### src/rtl/riscv_pkg.sv
// Shared RV32M definitions for the multiply/divide unit: operand width, funct3 op codes
// and FSM state encoding.
package riscv_pkg;

  localparam int XLEN  = 32;
  localparam int CNT_W = $clog2(XLEN);

  typedef enum logic [2:0] {
    OP_MUL    = 3'b000,
    OP_MULH   = 3'b001,
    OP_MULHSU = 3'b010,
    OP_MULHU  = 3'b011,
    OP_DIV    = 3'b100,
    OP_DIVU   = 3'b101,
    OP_REM    = 3'b110,
    OP_REMU   = 3'b111
  } muldiv_op_e;

  typedef enum logic [1:0] {
    ST_IDLE = 2'd0,
    ST_CALC = 2'd1,
    ST_FIX  = 2'd2,
    ST_DONE = 2'd3
  } muldiv_state_e;

endpackage

### src/rtl/muldiv_unit.sv
// Iterative RV32M multiply/divide unit: one bit per cycle through a single shared
// XLEN+1-bit adder, result returned on a valid/ready writeback port.
//
// state | meaning
// IDLE  | waiting for a request, req_ready high
// CALC  | XLEN shift-add (multiply) or restoring-divide iterations
// FIX   | sign correction and result selection
// DONE  | result held on wb_* until wb_ready
module muldiv_unit
  import riscv_pkg::*;
#(
  parameter int XLEN = 32
) (
  input  logic            clk,
  input  logic            rst_n,
  input  logic            flush,
  input  logic            req_valid,
  output logic            req_ready,
  input  logic [2:0]      req_funct3,
  input  logic [XLEN-1:0] req_rs1,
  input  logic [XLEN-1:0] req_rs2,
  input  logic [4:0]      req_rd_addr,
  output logic            wb_valid,
  input  logic            wb_ready,
  output logic [4:0]      wb_rd_addr,
  output logic [XLEN-1:0] wb_data
);

  localparam int CW = $clog2(XLEN);

  muldiv_state_e   state_q, state_d;
  muldiv_op_e      op_q, op_d;
  logic [CW-1:0]   cnt_q, cnt_d;
  logic [4:0]      rd_q, rd_d;
  logic [XLEN-1:0] hi_q, hi_d, lo_q, lo_d, opnd_q, opnd_d, res_q, res_d;
  logic            neg_q, neg_d;

  muldiv_op_e      req_op;
  logic            accept, rs1_sgn, rs2_sgn, div_zero, div_ovf, special;
  logic [XLEN-1:0] rs1_abs, rs2_abs, special_res;

  logic            is_div_q, quo_bit;
  logic [XLEN:0]   add_x, add_y, add_s, mul_part;
  logic [2*XLEN-1:0] prod, prod_fix;
  logic [XLEN-1:0] quo_fix, rem_fix, fix_res;

  assign req_ready  = (state_q == ST_IDLE) && !flush;
  assign accept     = req_valid && req_ready;
  assign wb_valid   = (state_q == ST_DONE);
  assign wb_data    = res_q;
  assign wb_rd_addr = rd_q;

  // Operands are converted to magnitudes at accept; neg_q records whether the result must be negated.
  assign req_op   = muldiv_op_e'(req_funct3);
  assign rs1_sgn  = req_rs1[XLEN-1] && (req_op inside {OP_MULH, OP_MULHSU, OP_DIV, OP_REM});
  assign rs2_sgn  = req_rs2[XLEN-1] && (req_op inside {OP_MULH, OP_DIV, OP_REM});
  assign rs1_abs  = rs1_sgn ? -req_rs1 : req_rs1;
  assign rs2_abs  = rs2_sgn ? -req_rs2 : req_rs2;
  assign div_zero = (req_rs2 == '0);
  assign div_ovf  = (req_op inside {OP_DIV, OP_REM}) &&
                    (req_rs1 == {1'b1, {(XLEN-1){1'b0}}}) && (req_rs2 == '1);
  assign special  = req_funct3[2] && (div_zero || div_ovf);
  assign special_res = div_zero ? (req_funct3[1] ? req_rs1 : '1)
                                : (req_funct3[1] ? '0 : req_rs1);

  // Shared adder: multiply adds the multiplicand to the upper product half,
  // divide subtracts the divisor from the shifted partial remainder.
  assign is_div_q = op_q[2];
  assign add_x    = is_div_q ? {hi_q, lo_q[XLEN-1]} : {1'b0, hi_q};
  assign add_y    = is_div_q ? ~{1'b0, opnd_q} : {1'b0, opnd_q};
  assign add_s    = add_x + add_y + {{XLEN{1'b0}}, is_div_q};
  assign mul_part = lo_q[0] ? add_s : {1'b0, hi_q};
  assign quo_bit  = !add_s[XLEN];

  assign prod     = {hi_q, lo_q};
  assign prod_fix = neg_q ? -prod : prod;
  assign quo_fix  = neg_q ? -lo_q : lo_q;
  assign rem_fix  = neg_q ? -hi_q : hi_q;

  always_comb begin
    fix_res = '0;
    case (op_q)
      OP_MUL:                       fix_res = prod_fix[XLEN-1:0];
      OP_MULH, OP_MULHSU, OP_MULHU: fix_res = prod_fix[2*XLEN-1:XLEN];
      OP_DIV, OP_DIVU:              fix_res = quo_fix;
      default:                      fix_res = rem_fix;
    endcase
  end

  always_comb begin
    state_d = state_q;
    op_d    = op_q;
    cnt_d   = cnt_q;
    rd_d    = rd_q;
    hi_d    = hi_q;
    lo_d    = lo_q;
    opnd_d  = opnd_q;
    res_d   = res_q;
    neg_d   = neg_q;
    case (state_q)
      ST_IDLE: begin
        if (accept) begin
          op_d  = req_op;
          rd_d  = req_rd_addr;
          cnt_d = '0;
          neg_d = (req_op == OP_REM) ? rs1_sgn : (rs1_sgn ^ rs2_sgn);
          if (special) begin
            res_d   = special_res;
            state_d = ST_DONE;
          end else begin
            hi_d    = '0;
            lo_d    = req_funct3[2] ? rs1_abs : rs2_abs;
            opnd_d  = req_funct3[2] ? rs2_abs : rs1_abs;
            state_d = ST_CALC;
          end
        end
      end
      ST_CALC: begin
        if (is_div_q) begin
          hi_d = quo_bit ? add_s[XLEN-1:0] : {hi_q[XLEN-2:0], lo_q[XLEN-1]};
          lo_d = {lo_q[XLEN-2:0], quo_bit};
        end else begin
          hi_d = mul_part[XLEN:1];
          lo_d = {mul_part[0], lo_q[XLEN-1:1]};
        end
        if (cnt_q == CW'(XLEN-1)) state_d = ST_FIX;
        else                      cnt_d   = cnt_q + CW'(1);
      end
      ST_FIX: begin
        res_d   = fix_res;
        state_d = ST_DONE;
      end
      default: begin
        if (wb_ready) state_d = ST_IDLE;
      end
    endcase
    if (flush) state_d = ST_IDLE;
  end

  always_ff @(posedge clk or negedge rst_n) begin
    if (!rst_n) begin
      state_q <= ST_IDLE;
      op_q    <= OP_MUL;
      cnt_q   <= '0;
      rd_q    <= '0;
      hi_q    <= '0;
      lo_q    <= '0;
      opnd_q  <= '0;
      res_q   <= '0;
      neg_q   <= 1'b0;
    end else begin
      state_q <= state_d;
      op_q    <= op_d;
      cnt_q   <= cnt_d;
      rd_q    <= rd_d;
      hi_q    <= hi_d;
      lo_q    <= lo_d;
      opnd_q  <= opnd_d;
      res_q   <= res_d;
      neg_q   <= neg_d;
    end
  end

endmodule

### config.mk
export PLATFORM = sky130hd
export DESIGN_NAME = muldiv_unit
export DESIGN_NICKNAME = d
export VERILOG_FILES = /design/src/rtl/riscv_pkg.sv /design/src/rtl/muldiv_unit.sv
export SDC_FILE = /design/constraint.sdc
export NUM_CORES = 1
export LEC_CHECK = 0
export ABC_CLOCK_PERIOD_IN_PS = 4800
export BUFFER_PORTS_ARGS = -buffer_cell sky130_fd_sc_hd__buf_2
export CAP_MARGIN = 20
export CORE_UTILIZATION = 45
export DETAILED_ROUTE_END_ITERATION = 8
export PLACE_DENSITY_LB_ADDON = 0.2
export SYNTH_ARGS = -nofsm -noshare
export SYNTH_HDL_FRONTEND = slang
export SYNTH_SLANG_ARGS = --single-unit
### constraint.sdc
create_clock -name clk -period 4.8 [get_ports clk]
set_input_delay 0.96 -clock clk [delete_from_list [all_inputs] [get_ports clk]]
set_output_delay 0.96 -clock clk [all_outputs]
set_load 0.05 [all_outputs]
==> impl_metrics.env <==
export IMPL_netlist_area_um2=14800
export IMPL_min_path_type="flip-flop to flip-flop"
export IMPL_clk_latency_ns=0.45
export IMPL_synth_seq_cells=144
export IMPL_finalWeightedCongestion=0.999
export IMPL_grt_pass1_wl_um=83900
export IMPL_rsz0062_at_grt="no"
export IMPL_cts_sinks=144
export IMPL_arrival_ns=4.71
export IMPL_path_clk_slew_ns=0.07
export IMPL_avgViaCountPerCell=6.26
export IMPL_finalMaxSlewViolations=0
export IMPL_worstPathRequired_ns=5.19
export IMPL_die_x_um=183
export IMPL_wl_met2_um=24200
export IMPL_portBuffers=115
export IMPL_synthTopCellsByCount="nand2_1, nor2_1, a21oi_1"
export IMPL_synth_flop_cell="dfrtp_1"
export IMPL_syn_inst=1962
export IMPL_drcViolationCount=0
export IMPL_row_count=66
export IMPL_core_area_um2=32500
export IMPL_slew_limit_headroom_pct=33.7
export IMPL_routed_via_count=15300
export IMPL_dp_cells=2415
export IMPL_io_pin_count=116
export IMPL_met3_length_um=4730
export IMPL_drive_gt1_share_pct=15.4
export IMPL_cp_start_kind="flip-flop"
export IMPL_power_leakage_nw=6.83
export IMPL_clock_path_buffers=2
export IMPL_instances_no_fill=2448
export IMPL_syn_num_nets=2082
export IMPL_routed_wl_um=55600
export IMPL_power_density_nw_per_um2=838
export IMPL_holdBufCountCts=0
export IMPL_drt_pre_antenna_iters=6
export IMPL_antenna_found_initial=2
export IMPL_critPathMaxFanout=41
export IMPL_synth_area_leader_cell="dfrtp_1"
export IMPL_yosysMostFrequentCell="nand2_1"
export IMPL_finClkSkew_ns=0.0170
export IMPL_wl_met1_um=24500
export IMPL_grtUsageTotal_pct=33.0
export IMPL_hold_ws_ns=0.477
export IMPL_synth_warnings=0
export IMPL_post_cts_buffers=0
export IMPL_period_minus_slack_ns=4.32
export IMPL_register_area_um2=3610
export IMPL_ctsResizeCount=0
export IMPL_maxUsedRoutingLayer="met4"
export IMPL_die_h_um=183
export IMPL_drt_iter0_drc=1737
export IMPL_fin_crit_sh_pct=89.9
export IMPL_synth_top_area_share_pct=24.4
export IMPL_grt_pass1_vias=13700
export IMPL_finalPower_mw=13.7
export IMPL_start_util_pct=45.6
export IMPL_final_hold_viol_count=0
export IMPL_status="completed"
export IMPL_cts_root_buf="clkbuf_16"
export IMPL_nets=2112
export IMPL_ir_drop_mv=0.413
export IMPL_multi_input_area_um2=10500
export IMPL_avgSynthCellArea_um2=7.53
export IMPL_wire_per_inst_um=22.7
export IMPL_yosysSeqAreaShare_pct=24.4
export IMPL_synth_edf_count=0
export IMPL_grt_max_degree=113
export IMPL_htreeDepth=4
export IMPL_setup_viol=0
export IMPL_worstSetupPathType="flip-flop to flip-flop"
export IMPL_async_flop_share_pct=100
export IMPL_fillers=3216
export IMPL_cp_end_kind="flip-flop"
export IMPL_hpwl_um=42600
export IMPL_area_growth_pct=10.9
export IMPL_fmax_ghz=0.232
export IMPL_fin_tns_setup_ns=0
export IMPL_antenna_left=0
export IMPL_worstMarginPinSlew_ns=0.995
export IMPL_grt_overflow_total=0
export IMPL_cts_tree="yes"
export IMPL_ys_types=77
export IMPL_max_cap_violations=0
export IMPL_die_area_um2=33600
export IMPL_cts_buffers=17
export IMPL_ys_top_cells_by_area="dfrtp_1, a21oi_1, nand2_1, o21ai_0, xor2_1"
[worst paths after layout]
check / cells after the start / startpoint / slack (ns) / endpoint
setup / recovery: 12 / op_q[2] / 0.48 / hi_q[23]
hold / removal: 2 / wb_data[7] / 0.48 / wb_data[7]
setup reg to reg: 12 / op_q[2] / 0.48 / hi_q[23]
hold reg to reg: 2 / wb_data[7] / 0.48 / wb_data[7]
max in group asynchronous: 2 / rst_n / 3.37 / wb_data[3]
min in group asynchronous: 1 / rst_n / 0.51 / cnt_q[0]
[cell type report]
type | instances | area share, %
timing repair buffer | 172 | 6.48
antenna | 1 | 0.0153
clock inverter | 15 | 0.992
clock buffer | 17 | 2.59
inverter | 26 | 0.595
sequential | 144 | 22.0
tap | 442 | 3.37
multi-input combinational | 1631 | 63.9
[worst max-delay path: stages (launching register included)]
cell     delay, ns
dfrtp_4       0.78
mux2_2        0.40
ha_1          0.37
nand2_1       0.07
o31ai_1       0.56
a31oi_1       0.28
buf_4         0.22
o31ai_1       0.62
a31oi_1       0.19
xnor2_1       0.31
nand2_1       0.10
a22oi_1       0.17
a22o_1        0.15
[state kept, by name (all words and copies together), names as in the netlist]
| signal | count |
|---|---|
| hi_q | 32 |
| cnt_q | 5 |
| wb_data | 32 |
| opnd_q | 32 |
| neg_q | 1 |
| lo_q | 32 |
| wb_rd_addr | 5 |
| op_q | 3 |
| state_q | 2 |
[routing by layer]
layer | vias to the layer above | GRT usage [%]
met5 | - | 0
met4 | 0 | 12.8
li1 | 7184 | -
met1 | 7302 | 45.7
met3 | 112 | 6.95
met2 | 716 | 50.1
[cells by family after synthesis]
family                   after synthesis  synth area share (%)
AO/OA/AOI/OAI                        642                  27.6
XOR/XNOR                             181                  10.7
adder cells (fa/ha/maj)               43                  3.69
buffers and inverters                187                  5.06
flip-flops                           144                  24.4
multiplexers                         123                  8.90
AND/OR/NAND/NOR                      642                  19.7
[stage by stage]
| step | setup WS (ns) | cell area, µm² | utilization (%) |
|---|---|---|---|
| floorplan | 0.0657 | 14800 | - |
| global placement | 0.377 | 15800 | 48.7 |
| detailed placement | 0.309 | 15800 | 48.7 |
| CTS | 0.564 | 16400 | 50.5 |
| global route | 0.256 | 16400 | 50.5 |
| finish | 0.483 | 16400 | 50.5 |
[where the power goes]
group          switching [mW]  internal (mW)  total (mW)
logic                    6.18           3.60        9.79
registers               0.838           1.75        2.59
clock network           0.676          0.699        1.38
[layout by cell type (no fill, tap or decap), types with 23 or more instances in the layout]
master and n:
a211oi_1 47, a21oi_1 180, a31oi_1 23, buf_2 113, buf_4 54, dfrtp_1 141, ha_1 40, inv_1 25
mux2_2 68, mux2i_1 55, nand2_1 226, nand3_1 29, nor2_1 217, nor3_1 23, o21ai_0 169, o31ai_1 41
or3_1 26, xnor2_1 84, xor2_1 96
Note: power is estimated with default switching activity, not from simulation.
